**config.mk**
```make
export PLATFORM = sky130hd
export DESIGN_NAME = fetch_pc_unit
export DESIGN_NICKNAME = d
export VERILOG_FILES = /design/src/rtl/fetch_pc_unit_pkg.sv /design/src/rtl/fetch_pc_unit_pht.sv /design/src/rtl/fetch_pc_unit.sv
export SDC_FILE = /design/constraint.sdc
export NUM_CORES = 1
export LEC_CHECK = 0
export CORE_MARGIN = 3
export CORE_UTILIZATION = 32
export CTS_BUF_LIST = sky130_fd_sc_hd__clkbuf_8
export DETAILED_ROUTE_END_ITERATION = 12
export PLACE_DENSITY = 0.64
export SETUP_SLACK_MARGIN = 0.05
export SYNTH_ARGS = -nofsm -noshare
export SYNTH_HDL_FRONTEND = slang
export SYNTH_SLANG_ARGS = --single-unit
```
**constraint.sdc**
```tcl
create_clock -name clk -period 3.3 [get_ports clk]
set_input_delay 0.495 -clock clk [delete_from_list [all_inputs] [get_ports clk]]
set_output_delay 0.495 -clock clk [all_outputs]
set_load 0.01 [all_outputs]
```
**src/rtl/fetch_pc_unit_pkg.sv**
```systemverilog
// Shared constants and the 2-bit saturating counter rule for the fetch PC unit.
// Default parameter values mirror the system-wide PC/BTB definitions.
package fetch_pc_unit_pkg;

    localparam int unsigned PC_WIDTH_DEF  = 32;
    localparam int unsigned IDX_WIDTH_DEF = 6;
    localparam int unsigned CNT_WIDTH_DEF = 16;
    localparam logic [31:0] RESET_PC_DEF  = '0;

    typedef enum logic [1:0] {
        PHT_STRONG_NT = 2'b00,
        PHT_WEAK_NT   = 2'b01,
        PHT_WEAK_T    = 2'b10,
        PHT_STRONG_T  = 2'b11
    } pht_state_e;

    localparam logic [1:0] PHT_INIT_DEF = PHT_WEAK_NT;

    // Saturating step: taken moves toward strong-taken, not-taken toward strong-not-taken.
    function automatic logic [1:0] pht_next(input logic [1:0] cur, input logic taken);
        if (taken) begin
            return (cur == PHT_STRONG_T) ? cur : cur + 2'd1;
        end
        return (cur == PHT_STRONG_NT) ? cur : cur - 2'd1;
    endfunction

endpackage

```
**src/rtl/fetch_pc_unit_pht.sv**
```systemverilog
// Pattern history table: 2-bit saturating counters, one combinational read port
// (direction bit only) and one synchronous update port.
module pht_2bit
    import fetch_pc_unit_pkg::*;
#(
    parameter int unsigned IDX_WIDTH = IDX_WIDTH_DEF,
    parameter logic [1:0]  PHT_INIT  = PHT_INIT_DEF
) (
    input  logic                 clk,
    input  logic                 rst_n,
    input  logic [IDX_WIDTH-1:0] rd_idx,
    output logic                 rd_taken,
    input  logic                 upd_en,
    input  logic [IDX_WIDTH-1:0] upd_idx,
    input  logic                 upd_taken
);

    localparam int unsigned ENTRIES = 1 << IDX_WIDTH;

    logic [1:0] cnt [ENTRIES];

    always_ff @(posedge clk or negedge rst_n) begin
        if (!rst_n) begin
            for (int unsigned i = 0; i < ENTRIES; i++) begin
                cnt[i] <= PHT_INIT;
            end
        end else if (upd_en) begin
            cnt[upd_idx] <= pht_next(cnt[upd_idx], upd_taken);
        end
    end

    // Read sees the pre-update value when it collides with a same-cycle write.
    assign rd_taken = cnt[rd_idx][1];

endmodule

```
**src/rtl/fetch_pc_unit.sv**
```systemverilog
// IF-stage next-PC generator: PC register, BTB+PHT prediction, EX-stage
// mispredict detection/redirect, BTB write outputs and mispredict counter.
module fetch_pc_unit
    import fetch_pc_unit_pkg::*;
#(
    parameter int unsigned          PC_WIDTH  = PC_WIDTH_DEF,
    parameter int unsigned          IDX_WIDTH = IDX_WIDTH_DEF,
    parameter logic [PC_WIDTH-1:0]  RESET_PC  = '0,
    parameter logic [1:0]           PHT_INIT  = PHT_INIT_DEF,
    parameter int unsigned          CNT_WIDTH = CNT_WIDTH_DEF
) (
    input  logic                 clk,
    input  logic                 rst_n,
    input  logic                 Stall,
    output logic [PC_WIDTH-1:0]  IF_PC,
    output logic [IDX_WIDTH-1:0] PC_Tag,
    input  logic [PC_WIDTH-1:0]  BTB_PC,
    input  logic                 BTB_Valid,
    output logic                 IF_Pred_Taken,
    output logic [PC_WIDTH-1:0]  IF_Pred_PC,
    input  logic                 EX_Branch,
    input  logic [PC_WIDTH-1:0]  EX_PC,
    input  logic                 EX_Taken,
    input  logic [PC_WIDTH-1:0]  EX_Target,
    input  logic                 EX_Pred_Taken,
    input  logic [PC_WIDTH-1:0]  EX_Pred_PC,
    output logic [IDX_WIDTH-1:0] EX_PC_Tag,
    output logic [PC_WIDTH-1:0]  Branch_PC,
    output logic                 Branch_Taken,
    output logic                 Flush,
    output logic [CNT_WIDTH-1:0] Mispredict_Cnt
);

    logic                pht_taken;
    logic                mispredict;
    logic [PC_WIDTH-1:0] correct_pc;
    logic [PC_WIDTH-1:0] next_pc;

    assign PC_Tag    = IF_PC[IDX_WIDTH+1:2];
    assign EX_PC_Tag = EX_PC[IDX_WIDTH+1:2];

    pht_2bit #(
        .IDX_WIDTH (IDX_WIDTH),
        .PHT_INIT  (PHT_INIT)
    ) u_pht (
        .clk       (clk),
        .rst_n     (rst_n),
        .rd_idx    (PC_Tag),
        .rd_taken  (pht_taken),
        .upd_en    (EX_Branch),
        .upd_idx   (EX_PC_Tag),
        .upd_taken (EX_Taken)
    );

    assign IF_Pred_Taken = BTB_Valid & pht_taken;
    assign IF_Pred_PC    = IF_Pred_Taken ? BTB_PC : IF_PC + PC_WIDTH'(4);

    assign mispredict = EX_Branch &
                        ((EX_Taken != EX_Pred_Taken) | (EX_Taken & (EX_Target != EX_Pred_PC)));
    assign correct_pc = EX_Taken ? EX_Target : EX_PC + PC_WIDTH'(4);

    // Outputs that act on neighbouring stages are held quiet while in reset.
    assign Flush        = mispredict & rst_n;
    assign Branch_Taken = EX_Branch & EX_Taken & rst_n;
    assign Branch_PC    = EX_Target;

    always_comb begin
        next_pc = IF_Pred_PC;
        if (mispredict) begin
            next_pc = correct_pc;
        end else if (Stall) begin
            next_pc = IF_PC;
        end
    end

    always_ff @(posedge clk or negedge rst_n) begin
        if (!rst_n) begin
            IF_PC          <= RESET_PC;
            Mispredict_Cnt <= '0;
        end else begin
            IF_PC <= next_pc;
            if (mispredict && (Mispredict_Cnt != '1)) begin
                Mispredict_Cnt <= Mispredict_Cnt + CNT_WIDTH'(1);
            end
        end
    end

endmodule
```
# After elaboration in Yosys (flattened, before gate mapping)
# Cells that the tools add are included.
# W data, S select, Z words.
[totals]
regBits = 176
input_bits = 135
out_inout_bits = 127
elab_cells = 111
[op_classes]
addsub = 5
n_lt_le_gt_ge = 3
n_eq_ne = 5
muxes = 20
n_bitwise = 9
n_reduce_logical = 3
[ops]
columns = ["op", "n"]
rows = [
  ["$bwmux W128", 1],
  ["$mux W32", 4],
  ["$add A32 B3 Y32 const B", 2],
  ["$ne A32 B32 Y1", 1],
  ["$bmux W2 S6", 2],
  ["$mux W2", 10],
  ["$add A16 B1 Y16 const B", 1],
  ["$ne A16 B16 Y1 const B", 1],
  ["$ge A7 B7 Y1 const B", 2],
  ["$not A6 Y7", 2],
  ["$demux W2 S6", 1],
  ["$lt A7 B1 Y1 const B", 1],
  ["$and A1 B1 Y1", 6],
  ["$add A2 B1 Y2 const B", 1],
  ["$eq A2 B2 Y1 const B", 1],
  ["$logic_and A1 B1 Y1", 2],
  ["$logic_not A2 Y1", 1],
  ["$mux W1", 2],
  ["$ne A2 B1 Y1 const B", 1],
  ["$sub A2 B1 Y2 const B", 1],
  ["$ne A1 B1 Y1", 1],
  ["$or A1 B1 Y1", 1],
]

# Depth between registers and ports, before layout
[depth]
ltp_word = 10
mapped_depth = 13
depth_no_buf = 8

# Modules after synthesis
# A second synthesis with hierarchy kept.
[hier_totals]
hier_cells = 1318
area_unflattened_um2 = 12194.2
[by_module_without_submodules]
columns = ["mod", "instances", "cells_per_inst", "area_each_um2", "seq_area_each_um2"]
rows = [
  ["pht_2bit", 1, 646, 6857.8, 3283.1],
  ["fetch_pc_unit", 1, 672, 5336.4, 1201.2],
]

# Worst setup path after synthesis
# No wires, ideal clock.
[synth_path]
kind = "register to output"
startpoint = "reg IF_PC[2]"
endpoint = "out IF_Pred_PC[24]"
arrival_ps = 2906
required_time_ps = 2805
setup_slack_ps = -101
stages_incl_launch_ff = 11
n_path_buf = 4
cell_sequence = "dfrtp_1 buf_2 mux4_2 a221oi_1 o21ai_0 nand4_1 buf_2 clkbuf_1 buf_1 nor2_1 a21oi_1"
[synth_via]
elab_chain_len = 6
word_cells_on_any_way = 7
cone_classes = "1 x add/sub; 4 x mux; 2 x bitwise"
[synth_rtl]
columns = ["element", "line_no", "source"]
rows = [
  ["start: declaration", "fetch_pc_unit.sv:15", "output logic [PC_WIDTH-1:0] IF_PC,"],
  ["start signal: assignment", "fetch_pc_unit.sv:81", "IF_PC <= next_pc;"],
  ["$not A6 Y7 (not written as such)", "fetch_pc_unit_pht.sv:33", "assign rd_taken = cnt[rd_idx][1];"],
  ["$bmux W2 S6", "fetch_pc_unit_pht.sv:33", ""],
  ["$mux W2 (not written as such) (2 in a row)", "fetch_pc_unit_pht.sv:33", ""],
  ["$and A1 B1 Y1", "fetch_pc_unit.sv:55", "assign IF_Pred_Taken = BTB_Valid & pht_taken;"],
  ["$mux W32 *", "fetch_pc_unit.sv:56", "assign IF_Pred_PC = IF_Pred_Taken ? BTB_PC : IF_PC + PC_WIDTH'(4);"],
  ["end: declaration", "fetch_pc_unit.sv:20", "output logic [PC_WIDTH-1:0] IF_Pred_PC,"],
]
# Mark *: on every way between the ends. The rest lies on a longest branch, timed or not. The select of a mux whose other input is x is not followed.

# Final worst setup path
[layout_path]
startpoint = "reg IF_PC[2]"
endpoint = "out IF_Pred_PC[2]"
# Same word-level chain as after synthesis.

==> results.txt <==
----------------------------------------------------
[Cells and area]
  Area of combinational cells with multiple inputs ... 7050 um2
  Final design area excluding fillers ... 17000 um2
  Total Nets Final ... around 1800
  Synth-to-Final Area Change ... 39.6%
  Fraction of layout cells with a size suffix above 1 ... 26.9%
  ANT cells ... 0
  Number of fillers in the final layout ... 3520
  Area taken by flip-flops and latches ... 4490 um2

[STA]
  Worst clock skew ... 16.0 ps
  Number of pins with negative max-slew slack in the final report ... 0
  Number of failing setup endpoints in the final timing report ... 33
  Actual slew at the worst max-slew pin ... about 860 ps
  Fin Setup TNS ... -5070 ps
  Worst slew margin ... between 40 and 50%
  Post-route setup slack ... -199 ps
  Unrepaired setup endpoints after global routing ... yes
  Tmin final ... 3500 ps
  Min Hold Slack ... 488 ps
  Portion of the clock cycle consumed by the worst path in the final layout ... 106%
  Achievable Freq ... 0.286 GHz
  Number of hold violations in the final report ... 0

[Synth]
  Synthesized instance count ... 1362
  Sequential share of the synthesized area ... 36.8%
  Dominant cell type by area after synthesis ... dfrtp_1
  Number of distinct standard cells referenced by the synthesized netlist ... 60
  Count of flip-flops with a built-in enable after synthesis ... 0
  Cell types with the highest counts after synthesis ... nor2_1, dfrtp_1, a21oi_1
  Nets in the synthesized netlist ... 1500
  Post-synthesis instance area ... ~12000 um2
  Cells taking the most area after synthesis ... dfrtp_1, dfstp_2, nor2_1
  Synth top area share ... roughly 23%
  Most used standard cell by instance count after synthesis ... nor2_1
  Count of yosys warnings during synthesis ... 0
  Dominant synthesized flop cell ... dfrtp_1
  Post-Syn Area per Cell ... 8.94 um2
  Seq cells post-synth ... around 180
  Async S/R FF share, synth ... 100%

[Placement]
  Routability congestion estimate from global placement ... 0.924
  Post-placement setup slack ... -332 ps
  Post-detailed-placement half-perimeter wirelength ... ~36 mm
  Number of port buffers ... ~260
  Dpl cell area ... 15900 um2

[Power]
  Ratio of total power to cell area ... 554 nW/um2
  Max IR drop VDD ... between 200 and 300 uV
  Static power due to leakage ... 6.83 nW

[Detailed routing]
  Detail Route Antenna Nets ... 0
  Total wirelength of the detailed-routed design ... 49.2 mm
  DRC violation count after routing ... 0
  Total iterations of the first detailed-routing run ... 6
  Avg Vias per Cell ... between 5 and 6
  Wire per inst ... 22.5 um
  Number of DRC markers after the initial detailed-route iteration ... roughly 950
  Vias ... 11900

[Die]
  Total die area ... 40400 um2
  Vertical die dimension ... just over 200 um
  Std-Cell Rows ... 70
  Count of boundary I/O pins ... 262
  Die Wd ... around 200 um
  Initial core utilization ... 32.9%
  Placeable core region ... 37000 um2

[GRT]
  Global Route Usage Sum ... about a quarter
  Antenna violations before repair ... 3
  Maximum number of pins on one net before global-route repair ... 147
  Number of global-route vias before repair ... 11700
  Global-route wire length before repair ... 73.1 mm
  Grt ovf ... 0

[Setup path]
  Worst Setup Start Kind ... flip-flop
  Crit path max-delay family ... buffers and inverters
  Highest net fanout along the worst path ... 7
  Critical path required time ... 2800 ps
  Delay of the slowest critical-path stage ... 540 ps
  Type of destination of the critical path ... output port
  Cell with the largest stage delay on the worst path ... mux4_2
  Sum of buffers and inverters on the critical path ... 6
  Ordered list of cells on the worst path ... buf_12 > mux4_2 > a221oi_2 > o21ai_1 > nand4_1 > buf_6 > buf_12 > buf_16 > buf_12 > nor2_4 > a21oi_2 > buf_2
  Worst path arrival time ... 3000 ps
  Most common cell on crit path ... buf_12
  Worst Path Class, Setup ... flip-flop to output port

[Status]
  Run status ... finished, violations left
  Failing checks ... setup timing

[Clocking]
  Clock Pin Slew Worst Setup and Hold Paths ... approximately 110 ps
  Clock root buffer master ... clkbuf_8
  CTS H-tree depth ... 4
  Maximum buffer depth of the clock tree ... 2
  Number of clock sinks ... 176
  Number of buffers added by the clock tree synthesis step ... 17
  Clk Latency, worst-skew pair ... 490 ps
  TritonCTS clock tree ... yes

[Hold path]
  Hold Crit Class ... flip-flop to flip-flop

[Job]
  # Max-Cap Violations ... 0

----------------------------------------------------
[state kept, by name, indices dropped and copies added (netlist names)]
name	count
u_pht.cnt	128
IF_PC	32
Mispredict_Cnt	16
[final timing paths]
kind | start | end | slack, ps | cells past startpoint
setup / recovery | IF_PC[2]$_DFFE_PN0P_ | IF_Pred_PC[2] | -200 | 12
hold / removal | u_pht.cnt[126]$_DFFE_PN1P_ | u_pht.cnt[126]$_DFFE_PN1P_ | 490 | 2
setup reg to reg | IF_PC[2]$_DFFE_PN0P_ | IF_PC[13]$_DFFE_PN0P_ | 220 | 13
hold reg to reg | u_pht.cnt[126]$_DFFE_PN1P_ | u_pht.cnt[126]$_DFFE_PN1P_ | 490 | 2
max in group asynchronous | rst_n | u_pht.cnt[53]$_DFFE_PN0P_ | 1580 | 3
min in group asynchronous | rst_n | Mispredict_Cnt[3]$_DFFE_PN0P_ | 520 | 2
[layout by cell type, fill, tap and decap left out, types with 18 or more instances in the layout]
master / n
o21ai_0: 81
clkdlybuf4s50_1: 210
buf_6: 31
mux2i_1: 46
mux4_2: 24
nand2_1: 104
xor2_1: 41
o31ai_2: 40
inv_1: 19
nand3_1: 38
buf_12: 20
dfstp_2: 64
buf_4: 150
a22oi_1: 18
nand4_1: 23
a21oi_1: 96
nor2_1: 159
xnor2_1: 55
dfrtp_1: 111
[where the power goes]
group          switching [mW]  leakage (nW)  total [mW]  internal (mW)
Clock                   0.925         0.229        1.78          0.853
Combinational            2.21          4.55        4.55           2.34
Sequential              0.414          2.06        3.10           2.68
[through the flow]
stage                     utilization, %  power (mW)  instances
after floorplan                        -        5.05       1362
after global placement              43.0        7.04       2132
after detailed placement            43.0        7.11       2132
after CTS                           45.6        9.38       2182
after global routing                45.9        9.87       2185
final                               45.9        9.43       2185
[final cells by class]
cell class / instances / area share, %
multi-input cells: 1010 / 41.4
flip-flops and latches: 176 / 26.4
repair buffers: 442 / 25.3
well taps: 504 / 3.71
clock buffers: 17 / 1.38
clock inverters: 14 / 1.28
inverters: 22 / 0.530
[per-layer routing]
| layer | vias to the layer above | wire length, um | track usage [%] |
|---|---|---|---|
| met1 | 5823 | 19200 | 27.7 |
| met3 | 86 | 3200 | 4.70 |
| met5 | - | 27 | 0 |
| met4 | 4 | 1810 | 8.43 |
| li1 | 5476 | - | - |
| met2 | 472 | 25000 | 42.3 |
[worst min-delay path: cells and delay by family (launching register included)]
family | cells | cell delay, ps
compound gates | 1 | 60
flops | 1 | 390
simple gates | 1 | 40
[cell families after synthesis]
kind of cell | after synthesis | share of synthesized area [%]
AOI/OAI and AO/OA | 349 | 19.4
DFF | 176 | 36.8
buffers and inverters | 176 | 7.52
muxes | 100 | 11.0
adders and majority gates | 5 | 0.483
xor gates and xnor gates | 98 | 7.05
and+or+nand+nor | 458 | 17.7
[repair_timing]
action / 4_1_cts / 5_1_grt
endpoints found under the hold margin: 30 / 0
endpoints found under the setup margin: 34 / 37
pin swaps: 10 / 14
hold buffers: 1 / 0
cloned: 7 / 0
buffers inserted: 11 / 8
gates resized for setup: 229 / 39
Note: power is estimated with default switching activity, not from simulation.
